===== config.mk =====
export PLATFORM = sky130hd
export DESIGN_NAME = uart_tx_stim
export DESIGN_NICKNAME = d
export VERILOG_FILES = /design/src/rtl/uart_tx_stim.sv
export SDC_FILE = /design/constraint.sdc
export NUM_CORES = 1
export LEC_CHECK = 0
export BUFFER_PORTS_ARGS = -buffer_cell sky130_fd_sc_hd__buf_4
export CAP_MARGIN = 20
export CORE_MARGIN = 2
export CORE_UTILIZATION = 32
export DETAILED_ROUTE_END_ITERATION = 6
export MAX_ROUTING_LAYER = met4
export SETUP_SLACK_MARGIN = 0.05
export SYNTH_ARGS = -nofsm -noshare
export SYNTH_HDL_FRONTEND = slang
export SYNTH_SLANG_ARGS = --single-unit

===== constraint.sdc =====
create_clock -name wb_clk_i -period 3.85 [get_ports wb_clk_i]
set_clock_uncertainty 0.05 [all_clocks]
set_input_delay 0 -clock wb_clk_i [delete_from_list [all_inputs] [get_ports wb_clk_i]]
set_output_delay 0 -clock wb_clk_i [all_outputs]
set_load 0.05 [all_outputs]

===== src/rtl/uart_tx_stim.sv =====
// uart_tx_stim: 8N1 UART transmitter with a byte FIFO, used to inject console
// input into the on-chip UART. One bit lasts 16*divisor clocks (divisor 0 acts
// as 1). Divisor is captured when a frame starts.
// Build option: define UART_TX_PARITY_EN to add a parity bit (and the
// parity_odd input) between the data bits and the stop bit.
module uart_tx_stim #(
    parameter int FIFO_AW = 4
) (
    input  logic        wb_clk_i,
    input  logic        wb_rst_i,
    input  logic [15:0] divisor,
    input  logic [7:0]  tx_data,
    input  logic        tx_wr,
`ifdef UART_TX_PARITY_EN
    input  logic        parity_odd,
`endif
    output logic        tx_full,
    output logic        tx_empty,
    output logic        tx_busy,
    output logic        tx_done,
    output logic        tx_overflow,
    output logic        uart_tx
);

    localparam int DEPTH = 2 ** FIFO_AW;
    localparam logic [FIFO_AW:0]   DEPTH_C = {1'b1, {FIFO_AW{1'b0}}};
    localparam logic [FIFO_AW:0]   CNT_ONE = {{FIFO_AW{1'b0}}, 1'b1};
    localparam logic [FIFO_AW-1:0] PTR_ONE = {{(FIFO_AW-1){1'b0}}, 1'b1};

    typedef enum logic [2:0] {
        IDLE,
        START,
        DATA,
        STOP
`ifdef UART_TX_PARITY_EN
        , PARITY
`endif
    } state_t;

    logic [7:0]         mem [DEPTH];
    logic [FIFO_AW-1:0] wr_ptr;
    logic [FIFO_AW-1:0] rd_ptr;
    logic [FIFO_AW:0]   count;
    logic [FIFO_AW:0]   count_nxt;
    logic               wr_ok;
    logic               pop;

    state_t             state;
    logic [7:0]         shift;
    logic [2:0]         bit_idx;
    logic [15:0]        div_lat;
    logic [15:0]        tick_cnt;
    logic [15:0]        tick_nxt;
    logic [3:0]         sub_cnt;
    logic [3:0]         sub_nxt;
    logic               tick;
    logic               bit_end;
`ifdef UART_TX_PARITY_EN
    logic               par;
`endif

    // Tick counter reload value: divisor 0 behaves like divisor 1.
    function automatic logic [15:0] reload(input logic [15:0] d);
        return (d == 16'd0) ? 16'd0 : d - 16'd1;
    endfunction

    // Baud arithmetic, FIFO handshakes and the next occupancy count.
    always_comb begin
        tick      = (tick_cnt == 16'd0);
        bit_end   = tick && (sub_cnt == 4'hF);
        tick_nxt  = tick ? reload(div_lat) : tick_cnt - 16'd1;
        sub_nxt   = tick ? sub_cnt + 4'd1 : sub_cnt;
        // A pop at the end of a stop bit chains frames with no idle gap.
        pop       = !tx_empty && ((state == IDLE) || ((state == STOP) && bit_end));
        wr_ok     = tx_wr && !tx_full;
        count_nxt = count;
        case ({wr_ok, pop})
            2'b10:   count_nxt = count + CNT_ONE;
            2'b01:   count_nxt = count - CNT_ONE;
            default: count_nxt = count;
        endcase
    end

    // FIFO storage; payload needs no reset.
    always_ff @(posedge wb_clk_i) begin
        if (wr_ok) mem[wr_ptr] <= tx_data;
    end

    // FIFO pointers, count and flags. Full is registered from the next count so
    // no write can overrun the array; empty trails the count by one cycle,
    // which gives the two-edge write-to-start latency.
    always_ff @(posedge wb_clk_i or posedge wb_rst_i) begin
        if (wb_rst_i) begin
            wr_ptr      <= '0;
            rd_ptr      <= '0;
            count       <= '0;
            tx_full     <= 1'b0;
            tx_empty    <= 1'b1;
            tx_overflow <= 1'b0;
        end else begin
            if (wr_ok) wr_ptr <= wr_ptr + PTR_ONE;
            if (pop) rd_ptr <= rd_ptr + PTR_ONE;
            if (tx_wr && tx_full) tx_overflow <= 1'b1;
            count    <= count_nxt;
            tx_full  <= (count_nxt == DEPTH_C);
            tx_empty <= (count == '0);
        end
    end

    // Frame state machine with registered line, busy and done outputs.
    always_ff @(posedge wb_clk_i or posedge wb_rst_i) begin
        if (wb_rst_i) begin
            state    <= IDLE;
            uart_tx  <= 1'b1;
            tx_busy  <= 1'b0;
            tx_done  <= 1'b0;
            shift    <= 8'h00;
            bit_idx  <= 3'd0;
            div_lat  <= 16'd0;
            tick_cnt <= 16'd0;
            sub_cnt  <= 4'd0;
`ifdef UART_TX_PARITY_EN
            par      <= 1'b0;
`endif
        end else begin
            tx_done <= 1'b0;
            if (state != IDLE) begin
                tick_cnt <= tick_nxt;
                sub_cnt  <= sub_nxt;
            end
            if (pop) begin
                shift    <= mem[rd_ptr];
`ifdef UART_TX_PARITY_EN
                par      <= ^mem[rd_ptr];
`endif
                div_lat  <= divisor;
                tick_cnt <= reload(divisor);
                sub_cnt  <= 4'd0;
                bit_idx  <= 3'd0;
                state    <= START;
                uart_tx  <= 1'b0;
                tx_busy  <= 1'b1;
            end else begin
                case (state)
                    IDLE: begin
                        uart_tx <= 1'b1;
                        tx_busy <= 1'b0;
                    end
                    START: begin
                        if (bit_end) begin
                            state   <= DATA;
                            uart_tx <= shift[0];
                        end
                    end
                    DATA: begin
                        if (bit_end) begin
                            if (bit_idx == 3'd7) begin
`ifdef UART_TX_PARITY_EN
                                state   <= PARITY;
                                uart_tx <= par ^ parity_odd;
`else
                                state   <= STOP;
                                uart_tx <= 1'b1;
`endif
                            end else begin
                                bit_idx <= bit_idx + 3'd1;
                                shift   <= shift >> 1;
                                uart_tx <= shift[1];
                            end
                        end
                    end
`ifdef UART_TX_PARITY_EN
                    PARITY: begin
                        if (bit_end) begin
                            state   <= STOP;
                            uart_tx <= 1'b1;
                        end
                    end
`endif
                    STOP: begin
                        if (bit_end) begin
                            state   <= IDLE;
                            uart_tx <= 1'b1;
                            tx_busy <= 1'b0;
                        end else begin
                            // Raise done for the final clock of the stop bit.
                            tx_done <= (sub_nxt == 4'hF) && (tick_nxt == 16'd0);
                        end
                    end
                    default: begin
                        state   <= IDLE;
                        uart_tx <= 1'b1;
                        tx_busy <= 1'b0;
                    end
                endcase
            end
        end
    end

endmodule


-- Word-level counts from Yosys, hierarchy flattened
Memory sizes are Yosys's and may differ from the RTL's.
Cells that the tools add are included.
- multiplexer cells: 37
- $add $sub $neg: 9
- equality and inequality tests: 16
- reductions and logical operators: 24
- operator list (operator ; number):
    16-bit 2-to-1 mux ; 5
    16-bit zero test ; 4
    16-bit by 1-bit subtractor with 16-bit output (second input constant) ; 3
    8-bit 2-to-1 mux ; 4
    3-bit 2-to-1 mux ; 9
    4-bit by 1-bit adder with 4-bit output (second input constant) ; 3
    1-bit 2-to-1 mux ; 12
    4-bit 2-to-1 mux ; 3
    3-bit inequality test (second input constant) ; 4
    3-bit one-hot mux with 4 select lines ; 1
    5-bit one-hot mux with 2 select lines ; 1
    4-bit equality test (second input constant) ; 2
    3-bit by 2-bit equality test with 1-bit output (second input constant) ; 2
    1-bit logical AND ; 6
    3-bit AND reduction ; 2
    2-bit nonzero test ; 3
    5-bit by 1-bit adder with 5-bit output (second input constant) ; 1
    5-bit equality test (second input constant) ; 1
    5-bit zero test ; 1
    5-bit AND reduction ; 1
    5-bit by 1-bit subtractor with 5-bit output (second input constant) ; 1
    2-bit inequality test (second input constant) ; 2
    3-bit by 1-bit adder with 3-bit output (second input constant) ; 1
    3-bit by 1-bit equality test with 1-bit output (second input constant) ; 1
    12 further kinds ; 13
- output and inout port bits: 6
- flip-flop bits (word level): 69
- input port bits: 27
- RAM bits: 128
- memories: 1
- memory list (memory ; depth ; width ; rd ports ; clocked after memory_dff ; wr ports ; line ; source):
    mem ; 16 ; 8 ; 1 ; 0 ; 1 ; 40 ; logic [7:0] mem [DEPTH];

-- Longest topological paths before layout
Gate-level depths: netlist of run 1.
- depth after elaboration: 8
- mapped depth: 20
- mapped depth without buffers: 16

-- Worst setup path after synthesis of run 1
Ideal clock, no wire load.
- path kind: reg-to-reg
- start: reg tick_cnt[0]
- end: reg tx_full
- cell stages (with the launch flop): 21
- setup slack: 21 ps
- arrival time: 3679 ps
- library setup time: 100 ps
- path buffers: 4
- cell sequence: dfrtp_1 -> inv_1 -> ha_1 -> nor4b_1 -> and4_1 -> a31oi_1 -> or2_0 -> buf_2 -> inv_1 -> buf_2 -> buf_2 -> ha_1 -> clkbuf_1 -> xor2_1 -> ha_1 -> a21oi_1 -> o21ai_0 -> a22oi_1 -> nor2_1 -> xor2_1 -> nor4bb_1
- longest elaborated chain between the ends: 8
- elaborated cells on any way between the ends: 9
- ends and longest elaborated chain (item ; line ; source):
    start, declared ; 52 ; logic [15:0] tick_cnt;
    start signal, assigned ; 128 ; tick_cnt <= tick_nxt;
    start signal, assigned ; 137 ; tick_cnt <= reload(divisor);
    16-bit zero test (*) ; 69 ; tick = (tick_cnt == 16'd0);
    1-bit logical AND (*) ; 70 ; bit_end = tick && (sub_cnt == 4'hF);
    1-bit logical AND (*) ; 74 ; pop = !tx_empty && ((state == IDLE) || ((state == STOP) && bit_end));
    1-bit logical OR (*) ; 74 ;
    1-bit logical AND (*) ; 74 ;
    via pop ; 46 ; logic pop;
    2-bit by 1-bit equality test with 1-bit output / 2-bit equality test (equally long branches) ; 77 ; case ({wr_ok, pop})
    5-bit one-hot mux with 2 select lines (*) ; 77 ;
    via count_nxt[4] ; 44 ; logic [FIFO_AW:0] count_nxt;
    5-bit equality test (*) ; 105 ; tx_full <= (count_nxt == DEPTH_C);
    end signal, assigned ; 105 ;
    end, declared ; 17 ; output logic tx_full,
The timed path passes the listed nets; every way through them passes the cells marked *.
A chain may end at the register's enable or synchronous reset.

-- Final worst setup path of run 1
- start: reg tick_cnt[0]
- end: reg tx_full
- longest elaborated chain between the ends: 8
- elaborated cells on any way between the ends: 9
- ends and longest elaborated chain (item ; line):
    16-bit zero test (*) ; 69
    1-bit logical AND (*) ; 70
    1-bit logical AND (*) ; 74
    1-bit logical OR (*) ; 74
    1-bit logical AND (*) ; 74
    2-bit by 1-bit equality test with 1-bit output / 2-bit equality test (equally long branches) ; 77
    5-bit one-hot mux with 2 select lines (*) ; 77
    via count_nxt[4] ; 44
    5-bit equality test (*) ; 105
Marked as above.

==> results of run 1 <==
-- cell usage in the layout (no fill, tap or decap), types with 18 or more instances in the layout --
cell,netlist,final
edfxtp_1,128,128
nand2_1,81,81
dfrtp_1,66,65
buf_4,2,47
mux4_2,40,40
nor2_1,38,38
o21ai_0,34,34
dlygate4sd3_1,0,26
xnor2_1,25,25
xor2_1,19,19
inv_1,20,19
and2_1,18,18
-- area by class of cell --
type                            count  area [um2]
Clock buffer                       17         425
Clock inverter                     15         186
Fill cell                        2661       17800
Inverter                           20        75.1
Multi-Input combinational cell    455        3620
Sequential cell                   196        5550
Tap cell                          384         480
Timing Repair Buffer               74         633
-- per-stage QoR --
| stage | cells | utilization [%] |
|---|---|---|
| 2_1_floorplan | 701 | - |
| 6_report | 1161 | 38.1 |
| 3_3_place_gp | 1102 | 35.0 |
| 4_1_cts | 1160 | 38.0 |
| 5_1_grt | 1161 | 38.1 |
| 3_5_place_dp | 1102 | 35.0 |
-- repair_timing --
action,4_1_cts,5_1_grt
setup endpoints to repair,0,1
endpoints found under the hold margin,201,0
resized for setup,0,3
hold buffers,26,0
-- worst min-delay path by stage --
stage | start | to | slack (ns) | cells after the start
2_1_floorplan | tx_data[0] | mem[0][0] | 0.05 | 0
3_3_place_gp | tx_wr | tx_overflow | 0.16 | 2
3_5_place_dp | tx_wr | tx_overflow | 0.17 | 2
4_1_cts | tx_wr | tx_overflow | 0.25 | 3
5_1_grt | wb_rst_i | count[4] | 0.05 | 3
6_report | wb_rst_i | count[3] | 0.02 | 3
-- logic make-up (layout without fill, tap and decap cells) --
group / after synthesis / after routing
AO/OA/AOI/OAI: 105 / 105
XOR/XNOR: 44 / 44
adder cells (fa/ha/maj): 18 / 18
buffers and inverters: 50 / 126
flip-flops: 196 / 196
multiplexers: 54 / 54
AND/OR/NAND/NOR: 234 / 234
-- worst max-delay path, delay by kind of cell, from the launching register on --
family / cells / cell delay (ns)
simple gates: 5 / 1.17
fa+ha+maj: 3 / 0.65
compound gates: 4 / 0.47
flops: 1 / 0.43
xor+xnor: 2 / 0.34
buf+inv: 2 / 0.21
-- flip-flops by register name, summed over array words and instances (netlist names), 2 cells and up --
register	count
div_lat	16
sub_cnt	4
state	2
tick_cnt	16
rd_ptr	4
wr_ptr	4
count	5
bit_idx	3
mem	128
shift	8
-- layer usage --
metal	global-route usage, %	up-vias	part of all wire [%]
met4	4.62	0	2.0
met1	19.7	2958	47
li1	-	2798	-
met3	2.61	28	3.6
met2	22.4	122	48
met5	-	-	0
-- power by group --
part	internal, mW	switching, mW
Clock	0.897	0.927
Combinational	0.303	0.396
Sequential	2.48	0.160
==> impl_metrics.ini, run 1 <==
[synth]
syn-num-nets = 746
synth_top_flop_cell = edfxtp_1
yosys_warnings = 0
synth-seq-cells = 196
netlist_top_cells_count = edfxtp_1 (128), nand2_1 (81), dfrtp_1 (66)
netlist_instances = 701
netlist.area_leader.share_pct = 41.0
synth_area_leaders = edfxtp_1 (41%), dfrtp_1 (18%), mux4_2 (9.6%)
synth_area_mm2 = 0.00937
synth_most_common_cell = edfxtp_1
synth_cell_types = 64
synth_largest_area_cell = edfxtp_1
synth_compound_area_share_pct = 7.64
synth_top_family_by_area = simple AND/OR/NAND/NOR gates
synth_simple_gate_area_share_pct = 13.2
synth_edf_count = 128
synth_mux_area_share_pct = 11.1
yosys.area_share.xor_xnor_pct = 4.11
yosys.area_share.adder_pct = 2.40
postSynthAreaPerCell_um2 = 13.4
synthArstFlopShare_pct = 34.7
yosysSeqAreaShare_pct = 59.2

[global_routing]
grt_pass1_wl_um = 34000
grt_pass1_vias = 6050
antenna_found_initial = 0
overflow = 0
grtUsageTotal_pct = 14.6
grt_max_degree = 50

[cts]
cts_setup_buffers = 0
insertion_delay_ns = 0.44
cts_made_buffers = 17
cts_tree = done
root_buffer = clkbuf_16
htreeDepth = 4
clock-sinks = 196
cts_buffer_depth = 2
clk_pin_slew_ns = 0.08

[setup_path]
critical_path.max_stage_delay_ns = 0.43
timing.rr.start = tick_cnt[0]
critPathLaunch = tick_cnt[0]
slowest_stage = dfrtp_1
endpoint_kind = register
worstRegToRegCells = 16
cp-start-kind = register
arrival_ns = 3.70
r2r_slack_ns = 0.43
path_max_fanout = 7
path_cells = inv_1 -> ha_1 -> nor4b_2 -> and4_1 -> a31oi_1 -> or2_1 -> inv_1 -> ha_2 -> xor2_1 -> ha_1 -> a21oi_1 -> o21ai_0 -> a22oi_1 -> nor2_1 -> xor2_1 -> nor4bb_1
r2r_end = tx_full
timing.critical_path.to = tx_full
cp.required_ns = 4.13
path_class = reg -> reg

[finish]
num_antenna_cells = 0
syn2layout_area_growth_pct = 17.1
final_area_mm2 = 0.0110
nets = 809
drive_gt1_share_pct = 18.1

[placement]
dpl_worst_slack_ns = 0.325
placed_cell_area_mm2 = 0.0101
io_buffer_count = 32
dp_hpwl_um = 14100
gp_congestion = 0.871

[floorplan]
die_area_mm2 = 0.0307
std_cell_rows = 62
initial_core_util_pct = 32.6
core_mm2 = 0.0288
die_h_um = 175
die_w_um = 175
pin_count = 33

[timing]
finalCriticalPeriod_ns = 3.42
rsz0062_at_grt = no
fin_crit_sh_pct = 88.8
whs_ns = 0.0176
tightest_slew_ns = 1.01
slew_violations = 0
hold_viol = 0
finalSetupTns_ns = 0
relSlewSlack_pct = 31.5
finalWorstSetupSlack_ns = 0.430
final-setup-viol-count = 0
max_clock_freq_mhz = 292

[hold_path]
hold_path.class = in -> async

[power]
p_leak_nw = 3.87
finalPower_mw = 5.16
powerDensity_mw_per_mm2 = 471
ir_drop_mv = 0.286

[drt]
drt_wl_total_um = 20600
dr_total_vias = 5906
antenna_left = 0
wl_per_cell_um = 17.7
dr.pass1.iters = 5
drc = 0
via_per_inst = 5.09
drtIter0Drc = 465

[run]
cap_violations = 0

[run_status]
status = complete, no violations
(Power assumes the default switching activity.)
==> run 2, diff against run 1 <==
- CORE_MARGIN: 2 -> default
- CORE_UTILIZATION: 32 -> 45
- clock period: 3.85 -> 3.6 ns (I/O delays scaled with it)
==> impl_metrics.ini, run 2 (synthesis gave the netlist of run 1 again) <==
[finish]
largest_reg_flops = 128
fin_util_pct = 54.1
top_regs = mem x128, div_lat x16, tick_cnt x16
final_area_mm2 = 0.0110
nets = 815
drive_gt1_share_pct = 19.9
layout_commonest_cell = edfxtp_1
final_cell_mix = edfxtp_1 (128), nand2_1 (81), dfrtp_1 (64), buf_4 (52), mux4_2 (40)
final_cell_count_no_fill = 1053
num_antenna_cells = 0
syn2layout_area_growth_pct = 17.2
regMostFlops = mem

[cts]
cts_tree = done
clk_pin_slew_ns = 0.08
root_buffer = clkbuf_16
insertion_delay_ns = 0.44
cts_made_buffers = 17
clock-sinks = 196
cts_buffer_depth = 2
htreeDepth = 4

[drt]
via_per_inst = 5.76
dr.pass1.iters = 5
drt_wl_total_um = 21600
antenna_left = 0
drtIter0Drc = 409
wl_per_cell_um = 20.5
drc = 0
dr_total_vias = 6069

[floorplan]
core_mm2 = 0.0203
pin_count = 33
die_h_um = 146
die_w_um = 146
die_area_mm2 = 0.0214
std_cell_rows = 52
initial_core_util_pct = 46.2

[timing]
hold_viol = 0
fin_crit_sh_pct = 94.3
relSlewSlack_pct = 34.6
finalSetupTns_ns = 0
tightest_slew_ns = 0.968
slew_violations = 0
max_clock_freq_mhz = 295
finalCriticalPeriod_ns = 3.39
final-setup-viol-count = 0

[power]
p_leak_nw = 3.93
powerDensity_mw_per_mm2 = 520
p_int_mw = 4.01
ir_drop_mv = 0.396
seqPwrFrac_pct = 49.5
p_switching_mw = 1.70
swShare_pct = 29.8
pwr-share-clk_pct = 36.2
p_comb_share_pct = 14.3
finalPower_mw = 5.71

[setup_path]
arrival_ns = 3.69
cp-start-kind = register
cp.required_ns = 3.89
path_max_fanout = 6
endpoint_kind = register
path_class = reg -> reg

[placement]
placed_cell_area_mm2 = 0.00999
gp_congestion = 0.882
io_buffer_count = 32
dp_cells = 993
dp_hpwl_um = 14900

[global_routing]
antenna_found_initial = 0
grtUsageTotal_pct = 22.0
overflow = 0
grt_pass1_wl_um = 34800
grt_max_degree = 50
grt_pass1_vias = 6116

[run]
cap_violations = 0

[hold_path]
hold_path.class = in -> async

[run_status]
status = complete, no violations
-- run 2: cell count changes in the layout (fill, tap and decap cells not counted), sizes merged --
| cell | before | now |
|---|---|---|
| clkinv | 5 | 3 |
| buf | 48 | 54 |
| inv | 30 | 32 |
-- run 2: cell type report --
type,count,area [um2]
Clock buffer,17,425
Clock inverter,15,230
Fill cell,1689,9310
Inverter,20,75.1
Multi-Input combinational cell,455,3680
Sequential cell,196,5550
Tap cell,270,338
Timing Repair Buffer,80,691
-- run 2: repair_timing --
| action | in CTS | in global routing |
|---|---|---|
| hold buffers | 26 | 0 |
| gates resized for setup | 2 | 9 |
| gates cloned | 0 | 0 |
| hold endpoints to repair | 194 | 0 |
| endpoints found under the setup margin | 1 | 1 |
| pin swaps | 0 | 3 |
| buffers inserted | 0 | 1 |
-- run 2: power groups by stage --
stage	sequential, mW	clock, mW	combinational [mW]
6_report	2.83	2.06	0.817
4_1_cts	2.82	2.10	0.787
5_1_grt	2.86	2.17	0.896
3_5_place_dp	2.87	0	0.753
2_1_floorplan	2.86	0	0.480
3_3_place_gp	2.85	0	0.732
-- run 2: per-stage QoR --
step | hold slack (ns) | setup slack (ns)
after global routing | 0.0977 | -0.0376
final | 0.0641 | 0.206
after CTS | 0.250 | 0.0784
after global placement | 0.157 | 0.261
after detailed placement | 0.167 | 0.111
after floorplan | 0.0489 | 0.0795
-- run 2: metal layers --
| layer | track usage [%] | vias up | share of wire [%] |
|---|---|---|---|
| met4 | 4.79 | 0 | 0.87 |
| met1 | 32.2 | 3108 | 49 |
| met5 | - | - | 0 |
| met2 | 32.2 | 131 | 46 |
| met3 | 4.03 | 17 | 4.1 |
| li1 | - | 2813 | - |
-- run 2: path summary, 6_finish.rpt --
check / end / cells past startpoint / startpoint / slack [ns]
min in group wb_clk_i: tx_overflow / 3 / tx_wr / 0.25
worst min-delay path: tx_overflow / 3 / wb_rst_i / 0.06
max in group asynchronous: uart_tx / 5 / wb_rst_i / 2.46
worst min register to register: tx_empty / 1 / count[4] / 0.41
worst max register to register: tx_full / 16 / tick_cnt[0] / 0.21
worst max-delay path: tx_full / 16 / tick_cnt[0] / 0.21
-- run 2: critical path: stages (launching register included) --
cell and delay, ns:
dfrtp_2 0.44, inv_2 0.09, ha_4 0.17, nor4b_4 0.21, and4_1 0.26, a31oi_2 0.17
or2_1 0.27, inv_1 0.10, ha_2 0.22, xor2_2 0.15, ha_2 0.22, a21oi_1 0.07
o21ai_0 0.16, a22oi_1 0.08, nor2_1 0.14, xor2_1 0.23, nor4bb_4 0.24
==> run 3, diff against run 2 <==
- SETUP_SLACK_MARGIN: 0.05 -> 0.5
==> impl_metrics.ini, run 3 (synthesis gave the netlist of run 1 again) <==
[drt]
drc = 0
drtIter0Drc = 415
via_per_inst = 5.73
antenna_left = 0
dr.pass1.iters = 4
wl_per_cell_um = 20.0
drt_wl_total_um = 21100
dr_total_vias = 6067

[global_routing]
grtUsageTotal_pct = 21.3
grt_max_degree = 50
grt_pass1_vias = 6107
antenna_found_initial = 0
grt_pass1_wl_um = 33900
overflow = 0

[timing]
max_clock_freq_mhz = 323
finalSetupTns_ns = 0
fin_crit_sh_pct = 86.0
tightest_slew_ns = 0.973
slew_violations = 0
rsz0062_at_grt = yes
final-setup-viol-count = 0
hold_viol = 0
finalCriticalPeriod_ns = 3.10
relSlewSlack_pct = 34.3

[setup_path]
endpoint_kind = register
cp.required_ns = 3.89
path_class = reg -> reg
cp-start-kind = register
arrival_ns = 3.38
path_max_fanout = 5

[cts]
cts_made_buffers = 17
clk_pin_slew_ns = 0.07
cts_buffer_depth = 2
cts_tree = done
root_buffer = clkbuf_16
clock-sinks = 196
htreeDepth = 4
insertion_delay_ns = 0.43

[placement]
gp_congestion = 0.869
dp_hpwl_um = 14600
io_buffer_count = 32

[finish]
regMostFlops = mem
largest_reg_flops = 128
drive_gt1_share_pct = 20.4
fin_util_pct = 54.2
multiInputGateArea_mm2 = 0.00371
top_regs = mem x128, div_lat x16, tick_cnt x16
fillCellCount = 1696
layout_commonest_cell = edfxtp_1
syn2layout_area_growth_pct = 17.4
num_antenna_cells = 0
register_area_mm2 = 0.00555
nets = 820
final_cell_mix = edfxtp_1 (128), nand2_1 (81), dfrtp_1 (65), buf_4 (58), mux4_2 (40)

[floorplan]
std_cell_rows = 52
initial_core_util_pct = 46.2
die_area_mm2 = 0.0214
die_h_um = 146
pin_count = 33
die_w_um = 146
core_mm2 = 0.0203

[run_status]
status = complete, no violations

[power]
ir_drop_mv = 0.388
finalPower_mw = 5.59
powerDensity_mw_per_mm2 = 508
p_leak_nw = 3.94

[run]
cap_violations = 0

[hold_path]
hold_path.class = in -> async
## run 3: cell count changes in the layout (fill, tap and decap cells not counted), sizes merged
| cell | change |
|---|---|
| buf | +5 |
| bufinv | +1 |
| clkbuf | +1 |
| clkinv | +2 |
| inv | -4 |
## run 3: per-layer routing
metal  vias to the layer above  wire, um  GRT usage (%)
li1                       2815         -              -
met1                      3090     10000           29.9
met2                       139     10100           32.6
met3                        23       706           3.03
met4                         0       272           5.42
met5                         -         0              -
## run 3: stage by stage
step	hold WS [ns]	area (um2)	setup slack (ns)	std cells
6_report	0.0279	11000	0.503	1058
5_1_grt	0.0537	11000	0.299	1058
4_1_cts	0.0273	10900	0.488	1053
3_5_place_dp	-0.0658	9990	0.306	989
3_3_place_gp	-0.0767	9990	0.407	989
2_1_floorplan	0.0489	9440	0.339	701
## run 3: worst paths after layout
path	start	endpoint	slack, ns	depth (start not counted)
max	tick_cnt[12]	tx_full	0.50	14
max in group asynchronous	wb_rst_i	uart_tx	2.68	4
min	wb_rst_i	wr_ptr[1]	0.03	3
min in group wb_clk_i	tx_wr	tx_overflow	0.28	3
min reg2reg	count[4]	tx_empty	0.40	1
max reg2reg	tick_cnt[12]	tx_full	0.50	14
## run 3: what timing repair did
action	CTS	global route
hold endpoints to repair	220	0
gates cloned	0	0
setup buffers	6	5
gates resized for setup	6	5
setup endpoints to repair	1	2
hold buffers	26	0
pin swaps	3	7
## run 3: cell type report
class | count | share of cell area, %
Clock buffer | 18 | 3.90
Clock inverter | 14 | 1.63
Inverter | 20 | 0.705
Multi-Input combinational cell | 455 | 33.7
Sequential cell | 196 | 50.4
Tap cell | 270 | 3.07
Timing Repair Buffer | 85 | 6.51
## run 3: power breakdown
part	internal [mW]	switching, mW	leakage, nW	total [mW]
Sequential	2.65	0.171	1.96	2.82
Combinational	0.365	0.472	1.68	0.836
Clock	1.01	0.924	0.296	1.93
## run 3: critical path, cell delays in order (launching register included)
cell	delay, ns
dfrtp_1	0.46
nor4_4	0.36
and4_4	0.29
a31oi_4	0.12
or2_4	0.27
inv_4	0.07
ha_4	0.12
xor2_1	0.16
ha_2	0.24
a21oi_2	0.06
o21ai_1	0.14
a22oi_1	0.08
nor2_1	0.13
xor2_1	0.22
nor4bb_4	0.23
